==> config.mk <==
export PLATFORM = sky130hd
export DESIGN_NAME = uart_rx_buf
export DESIGN_NICKNAME = d
export VERILOG_FILES = /design/src/rtl/uart_pkg.sv /design/src/rtl/uart_sync_fifo.sv /design/src/rtl/uart_rx_buf.sv
export SDC_FILE = /design/constraint.sdc
export NUM_CORES = 1
export LEC_CHECK = 0
export CAP_MARGIN = 30
export CORE_ASPECT_RATIO = 1.25
export CORE_MARGIN = 2
export CORE_UTILIZATION = 39
export CTS_CLUSTER_DIAMETER = 200
export DETAILED_ROUTE_END_ITERATION = 12
export DONT_BUFFER_PORTS = 1
export PLACE_DENSITY_LB_ADDON = 0.12
export SLEW_MARGIN = 20
export SYNTH_ARGS = -nofsm -noshare
export SYNTH_HDL_FRONTEND = slang
export SYNTH_SLANG_ARGS = --single-unit
==> constraint.sdc <==
create_clock -name clock_125 -period 3.6 [get_ports clock_125]
set_input_delay 0.72 -clock clock_125 [delete_from_list [all_inputs] [get_ports clock_125]]
set_output_delay 0.72 -clock clock_125 [all_outputs]
set_load 0.005 [all_outputs]
==> src/rtl/uart_pkg.sv <==
// Shared constants for the UART receive path: control/status bit indices and default sizes.
package uart_pkg;

  localparam int CR_RE   = 0;
  localparam int CR_THIE = 1;
  localparam int CR_TOIE = 4;

  localparam int ST_NE  = 0;
  localparam int ST_FE  = 1;
  localparam int ST_PE  = 2;
  localparam int ST_OVR = 3;

  localparam int DEFAULT_DEPTH = 16;
  localparam int BYTE_W        = 8;

endpackage

==> src/rtl/uart_sync_fifo.sv <==
// Single-clock FIFO with an independent occupancy counter and synchronous flush.
module uart_sync_fifo
  import uart_pkg::*;
#(
  parameter int DATA_W = BYTE_W,
  parameter int DEPTH  = DEFAULT_DEPTH,
  localparam int AW    = $clog2(DEPTH)
) (
  input  logic              clk,
  input  logic              rst_n,
  input  logic              push,
  input  logic              pop,
  input  logic              flush,
  input  logic [DATA_W-1:0] wr_data,
  output logic [DATA_W-1:0] head,
  output logic [AW:0]       level,
  output logic              empty,
  output logic              full
);

  logic [DATA_W-1:0] mem [DEPTH];
  logic [AW-1:0]     wr_ptr;
  logic [AW-1:0]     rd_ptr;
  logic              push_ok;
  logic              pop_ok;

  // A full FIFO still takes a push when the same cycle pops the head.
  assign pop_ok  = pop & ~flush & ~empty;
  assign push_ok = push & ~flush & (~full | pop_ok);

  assign empty = (level == '0);
  assign full  = (level == (AW+1)'(DEPTH));
  assign head  = mem[rd_ptr];

  always_ff @(posedge clk) begin
    if (push_ok) mem[wr_ptr] <= wr_data;
  end

  always_ff @(posedge clk or negedge rst_n) begin
    if (!rst_n) begin
      wr_ptr <= '0;
      rd_ptr <= '0;
      level  <= '0;
    end else if (flush) begin
      wr_ptr <= '0;
      rd_ptr <= '0;
      level  <= '0;
    end else begin
      if (push_ok) wr_ptr <= wr_ptr + 1'b1;
      if (pop_ok)  rd_ptr <= rd_ptr + 1'b1;
      case ({push_ok, pop_ok})
        2'b10:   level <= level + 1'b1;
        2'b01:   level <= level - 1'b1;
        default: level <= level;
      endcase
    end
  end

endmodule

==> src/rtl/uart_rx_buf.sv <==
// UART receive buffer: byte FIFO, sticky error status and interrupt request.
// Optional idle-timeout interrupt is built when UART_RX_TIMEOUT_EN is defined.
module uart_rx_buf
  import uart_pkg::*;
#(
  parameter int DEPTH     = DEFAULT_DEPTH,
  parameter int RX_THRESH = 8,
  parameter int TO_CYCLES = 50000,
  localparam int AW       = $clog2(DEPTH)
) (
  input  logic        clock_125,
  input  logic        rst_n_125,
  input  logic [11:0] uart_cr,
  input  logic [7:0]  po_data,
  input  logic        po_flag,
  input  logic        ne_flag,
  input  logic        fe_flag,
  input  logic        pe_flag,
  input  logic        rd_en,
  input  logic        fifo_flush,
  input  logic [3:0]  status_clr,
  output logic [7:0]  rd_data,
  output logic        rd_valid,
  output logic [AW:0] fifo_level,
  output logic        fifo_empty,
  output logic        fifo_full,
  output logic [3:0]  rx_status,
  output logic        rx_irq
);

  logic       push_req;
  logic       pop_ok;
  logic       push_ok;
  logic       ovr_evt;
  logic [7:0] head;
  logic [3:0] err_set;
  logic       to_req;
  logic       unused_cfg;

  assign push_req = po_flag & uart_cr[CR_RE] & ~fifo_flush;
  assign pop_ok   = rd_en & ~fifo_empty & ~fifo_flush;
  assign push_ok  = push_req & (~fifo_full | pop_ok);
  assign ovr_evt  = push_req & fifo_full & ~pop_ok;

  uart_sync_fifo #(
    .DATA_W (BYTE_W),
    .DEPTH  (DEPTH)
  ) u_fifo (
    .clk     (clock_125),
    .rst_n   (rst_n_125),
    .push    (push_ok),
    .pop     (pop_ok),
    .flush   (fifo_flush),
    .wr_data (po_data),
    .head    (head),
    .level   (fifo_level),
    .empty   (fifo_empty),
    .full    (fifo_full)
  );

  always_comb begin
    err_set          = '0;
    err_set[ST_NE]   = ne_flag;
    err_set[ST_FE]   = fe_flag;
    err_set[ST_PE]   = pe_flag;
    err_set[ST_OVR]  = ovr_evt;
  end

  // Read port and status: rd_data holds its last value between pops.
  always_ff @(posedge clock_125 or negedge rst_n_125) begin
    if (!rst_n_125) begin
      rd_data   <= '0;
      rd_valid  <= 1'b0;
      rx_status <= '0;
      rx_irq    <= 1'b0;
    end else begin
      rd_valid  <= pop_ok;
      if (pop_ok) rd_data <= head;
      rx_status <= (rx_status & ~status_clr) | err_set;
      rx_irq    <= (uart_cr[CR_THIE] & (fifo_level >= (AW+1)'(RX_THRESH)))
                 | (|rx_status) | to_req;
    end
  end

`ifdef UART_RX_TIMEOUT_EN
  logic [31:0] idle_cnt;
  logic        timeout_irq;

  // Counter saturates at the limit so the flag cannot re-arm by wrapping.
  always_ff @(posedge clock_125 or negedge rst_n_125) begin
    if (!rst_n_125) begin
      idle_cnt    <= '0;
      timeout_irq <= 1'b0;
    end else begin
      if (push_ok || pop_ok || fifo_flush || fifo_empty)
        idle_cnt <= '0;
      else if (idle_cnt != 32'(TO_CYCLES))
        idle_cnt <= idle_cnt + 32'd1;
      if (pop_ok || fifo_flush)
        timeout_irq <= 1'b0;
      else if (idle_cnt == 32'(TO_CYCLES))
        timeout_irq <= 1'b1;
    end
  end

  assign to_req     = timeout_irq & uart_cr[CR_TOIE];
  assign unused_cfg = ^{uart_cr[11:5], uart_cr[3:2]};
`else
  assign to_req     = 1'b0;
  assign unused_cfg = ^{uart_cr[11:5], uart_cr[4:2], 32'(TO_CYCLES)};
`endif

endmodule
==> metrics.json <==
{
  "status": {
    "run_status": "completed"
  },
  "clocking": {
    "cts-resized-gates": 0,
    "clock_tree.root_cell": "sky130_fd_sc_hd__clkbuf_16",
    "htree_num_levels": 4,
    "clock_sink_count": 155,
    "clk_pin_slew_ns": 0.06,
    "cts_buffers": 17,
    "ctsLongestPathBuffers": 2,
    "cts_tree": "yes",
    "clkLatencyLatePin_ns": 0.42
  },
  "synthesis": {
    "yosysUniqueCellTypes": 44,
    "number_of_enable_flip_flop_cells_after_synthesis": 128,
    "synthesis.area_um2": 6360,
    "synth-seq-cells": 155,
    "yosysWarnings": 0,
    "syn_avg_cell_area_um2": 18.38,
    "synth_async_sr_flop_share_pct": 17.42,
    "syn-num-nets": 387,
    "most_used_flip_flop_cell_after_synthesis": "sky130_fd_sc_hd__edfxtp_1",
    "synth_cells": 346,
    "seq_area_frac_synth_pct": 71.06
  },
  "worst_setup_path": {
    "standard_cell_with_the_maximum_stage_delay_on_the_critical_path": "sky130_fd_sc_hd__or4_4",
    "rrSetupSlack_ns": 0.89,
    "r2r-end": "u_fifo.level[4]$_DFFE_PN0P_",
    "critPathLaunch": "u_fifo.level[1]$_DFFE_PN0P_",
    "critical_path_class": "register to register",
    "worstPathMaxFanout": 6,
    "critical_path.startpoint_type": "register",
    "crit_family": "simple AND/OR/NAND/NOR gates",
    "worstSetupEndpointType": "register",
    "cp_slowest_stage_delay_ns": 0.60,
    "timing.critical_path.cells": "or4_4 -> o2111ai_2 -> inv_1 -> ha_1 -> nand2b_1 -> a21oi_1 -> xor2_1 -> or4_1 -> nand3_1",
    "worstSetupEndpoint": "u_fifo.level[4]$_DFFE_PN0P_",
    "rr_startpoint": "u_fifo.level[1]$_DFFE_PN0P_",
    "critPathRequiredTime_ns": 3.95,
    "worstSetupPathDepth": 9,
    "cp.arrival_ns": 3.06,
    "reg2reg_depth": 9,
    "critical_path_buf_inv_count": 1
  },
  "cells_and_area": {
    "drive_gt1_share_pct": 20.39,
    "layout-area-overhead-vs-synth_pct": 11.96,
    "layout.nets": 391,
    "antenna-diode-count": 0,
    "design_area_um2": 7121,
    "finish.cell_count_without_fillers": 579
  },
  "power_and_ir_drop": {
    "internal_power_uw": 3333,
    "power.ir.vdd_worst_mv": 0.3354,
    "power.share.switching_pct": 24.79,
    "power.leakage_uw": 0.002362,
    "power.density_cell_area_nw_per_um2": 622.4,
    "share_comb_of_total_power_pct": 12.3,
    "pwr-share-clk_pct": 38.2,
    "power.net_switching_uw": 1099,
    "seq_power_share_pct": 49.5
  },
  "sta": {
    "final.setup.tns_ns": 0,
    "worst_slew_pin_slew_ns": 0.6637,
    "rsz_0062_raised_after_global_routing": "false",
    "timing.clock.skew_ns": 0.007855,
    "min_period_ns": 2.706,
    "report.final.hold_viol_count": 0,
    "setup_viol": 0,
    "max_clock_freq_mhz": 369.6,
    "final_max_slew_viol_count": 0,
    "min_period_over_period_pct": 75.16,
    "max_slew_margin_pct": 55.75
  },
  "route": {
    "final_antenna_net_count": 0,
    "drc": 0,
    "drtPass1Iterations": 6,
    "drt_first_iter_violations": 162,
    "vias_per_cell": 5.187,
    "total_vias_in_the_final_route": 3003,
    "detail_route.wirelength_mm": 12.39,
    "drt_wl_cell_um": 21.40
  },
  "die": {
    "start_util_pct": 39.57,
    "pin_count": 53,
    "core.rowCount": 52,
    "core_area_um2": 16070,
    "fp.dieArea_um2": 17350,
    "dieWidth_um": 118.2,
    "die_height_um": 146.8
  },
  "placed_design": {
    "dp_hpwl_mm": 7.711,
    "place_area_um2": 6540,
    "place.detailed.instances": 546,
    "port_buffers": 0,
    "gp_routability_congestion": 0.7219
  },
  "grt": {
    "grt_max_degree": 35,
    "globalRouteTotalUtil_pct": 15.59,
    "grt_pass1_wl_mm": 19.21,
    "first_global_vias": 3173,
    "grt-ovfl-total": 0,
    "antenna_found_initial": 0
  },
  "min_path": {
    "hold_class": "input port to async pin"
  },
  "job": {
    "timing.max_cap.violations": 0
  }
}
[flip-flops by register name (all words and copies together), names as in the netlist]
register and flops:
rd_data 8, rd_valid 1, rx_irq 1, rx_status 4, u_fifo.level 5, u_fifo.mem 128, u_fifo.rd_ptr 4, u_fifo.wr_ptr 4
[cells by family after synthesis]
group | Yosys count | share of synthesized area [%]
xor+xnor | 8 | 1.102
compound gates | 27 | 3.502
simple gates | 65 | 5.430
buf+inv | 32 | 2.774
mux | 50 | 14.24
fa+ha+maj | 9 | 1.889
flops | 155 | 71.06
[synth_stat cells (2+ instances only)]
cell type | instances | area, µm²
sky130_fd_sc_hd__nand3_1 | 4 | 20.02
sky130_fd_sc_hd__ha_1 | 8 | 100.1
sky130_fd_sc_hd__nand2b_1 | 2 | 12.51
sky130_fd_sc_hd__o21ai_0 | 2 | 10.01
sky130_fd_sc_hd__nand2_1 | 18 | 67.56
sky130_fd_sc_hd__mux2i_1 | 17 | 170.2
sky130_fd_sc_hd__or3_1 | 2 | 12.51
sky130_fd_sc_hd__a21oi_1 | 4 | 20.02
sky130_fd_sc_hd__xnor2_1 | 2 | 17.52
sky130_fd_sc_hd__inv_1 | 13 | 48.80
sky130_fd_sc_hd__a21o_2 | 2 | 17.52
sky130_fd_sc_hd__edfxtp_1 | 128 | 3844
sky130_fd_sc_hd__xor2_1 | 6 | 52.55
sky130_fd_sc_hd__buf_1 | 2 | 7.510
sky130_fd_sc_hd__and2_1 | 12 | 75.07
sky130_fd_sc_hd__nor2_1 | 14 | 52.55
sky130_fd_sc_hd__o221ai_1 | 8 | 70.07
sky130_fd_sc_hd__o31ai_1 | 3 | 22.52
sky130_fd_sc_hd__and4_1 | 4 | 35.03
sky130_fd_sc_hd__a21o_1 | 3 | 22.52
sky130_fd_sc_hd__clkbuf_1 | 8 | 30.03
sky130_fd_sc_hd__dfrtp_1 | 27 | 675.7
sky130_fd_sc_hd__buf_2 | 5 | 25.02
sky130_fd_sc_hd__mux4_2 | 32 | 720.7
[how the worst min path moves through the flow]
stage                              endpoint       from  cells after the start
4_1_cts        u_fifo.wr_ptr[0]$_DFFE_PN0P_  rst_n_125                      1
6_report                 rd_valid$_DFF_PN0_  rst_n_125                      1
3_3_place_gp    u_fifo.level[1]$_DFFE_PN0P_  rst_n_125                      0
3_5_place_dp    u_fifo.level[0]$_DFFE_PN0P_  rst_n_125                      0
5_1_grt        u_fifo.wr_ptr[0]$_DFFE_PN0P_  rst_n_125                      1
2_1_floorplan        rd_data[0]$_DFFE_PN0N_  rst_n_125                      0
[layout by cell type, fill, tap and decap left out, types with 3 or more instances in the layout]
cell type	instances
sky130_fd_sc_hd__dfrtp_1	25
sky130_fd_sc_hd__nand2_1	18
sky130_fd_sc_hd__o31ai_1	3
sky130_fd_sc_hd__clkinv_1	3
sky130_fd_sc_hd__and4_1	4
sky130_fd_sc_hd__ha_1	8
sky130_fd_sc_hd__xor2_1	6
sky130_fd_sc_hd__o221ai_1	8
sky130_fd_sc_hd__edfxtp_1	128
sky130_fd_sc_hd__clkbuf_16	17
sky130_fd_sc_hd__a21oi_1	4
sky130_fd_sc_hd__mux4_2	32
sky130_fd_sc_hd__clkinvlp_4	5
sky130_fd_sc_hd__inv_1	13
sky130_fd_sc_hd__nor2_1	14
sky130_fd_sc_hd__and2_1	12
sky130_fd_sc_hd__mux2i_1	17
sky130_fd_sc_hd__a21o_1	3
sky130_fd_sc_hd__nand3_1	4
[worst reg2reg max path: cells and delay by family (launching register included)]
kind            cells  cell delay, ns
simple gates        4            1.16
compound gates      2            0.45
flops               1            0.45
fa+ha+maj           1            0.34
buf+inv             1            0.13
xor+xnor            1            0.11
[timing repair]
item / in CTS / in global routing
endpoints found under the hold margin: 27 / 0
buffers inserted: 0 / 0
hold buffers: 1 / 0
[power groups by stage]
stage / sequential, µW / clock, µW / combinational, µW
after global routing: 2220 / 1800 / 605
after detailed placement: 2240 / 0 / 550
final: 2200 / 1690 / 544
after floorplan: 2120 / 0 / 529
after CTS: 2200 / 1730 / 563
after global placement: 2240 / 0 / 542
[area by class of cell]
cell class / count / area [µm²]
tap: 216 / 270.3
inverter: 13 / 48.80
clock inverter: 13 / 127.6
sequential: 155 / 4522
clock buffer: 19 / 432.9
multi-input combinational: 159 / 1664
timing repair buffer: 4 / 55.05
fill: 1459 / 8950
[through the flow]
stage	util (%)	hold WS, ns	total power [µW]	setup WS (ns)
after CTS	44.31	0.1047	4498	0.8626
after global placement	40.69	0.4250	2778	0.8773
after detailed placement	40.70	0.4251	2789	0.8712
final	44.31	0.1222	4432	0.8943
after global routing	44.31	0.1114	4630	0.7415
after floorplan	-	0.4244	2648	1.052
[layer usage]
layer / up-vias / part of all wire, % / track usage (%)
met2: 70 / 53 / 26.56
li1: 1368 / - / -
met3: 12 / 4.8 / 4.930
met1: 1553 / 41 / 18.49
met5: - / 0 / 0
met4: 0 / 1.3 / 5.964
No activity file was read; power rests on OpenSTA's default activity.
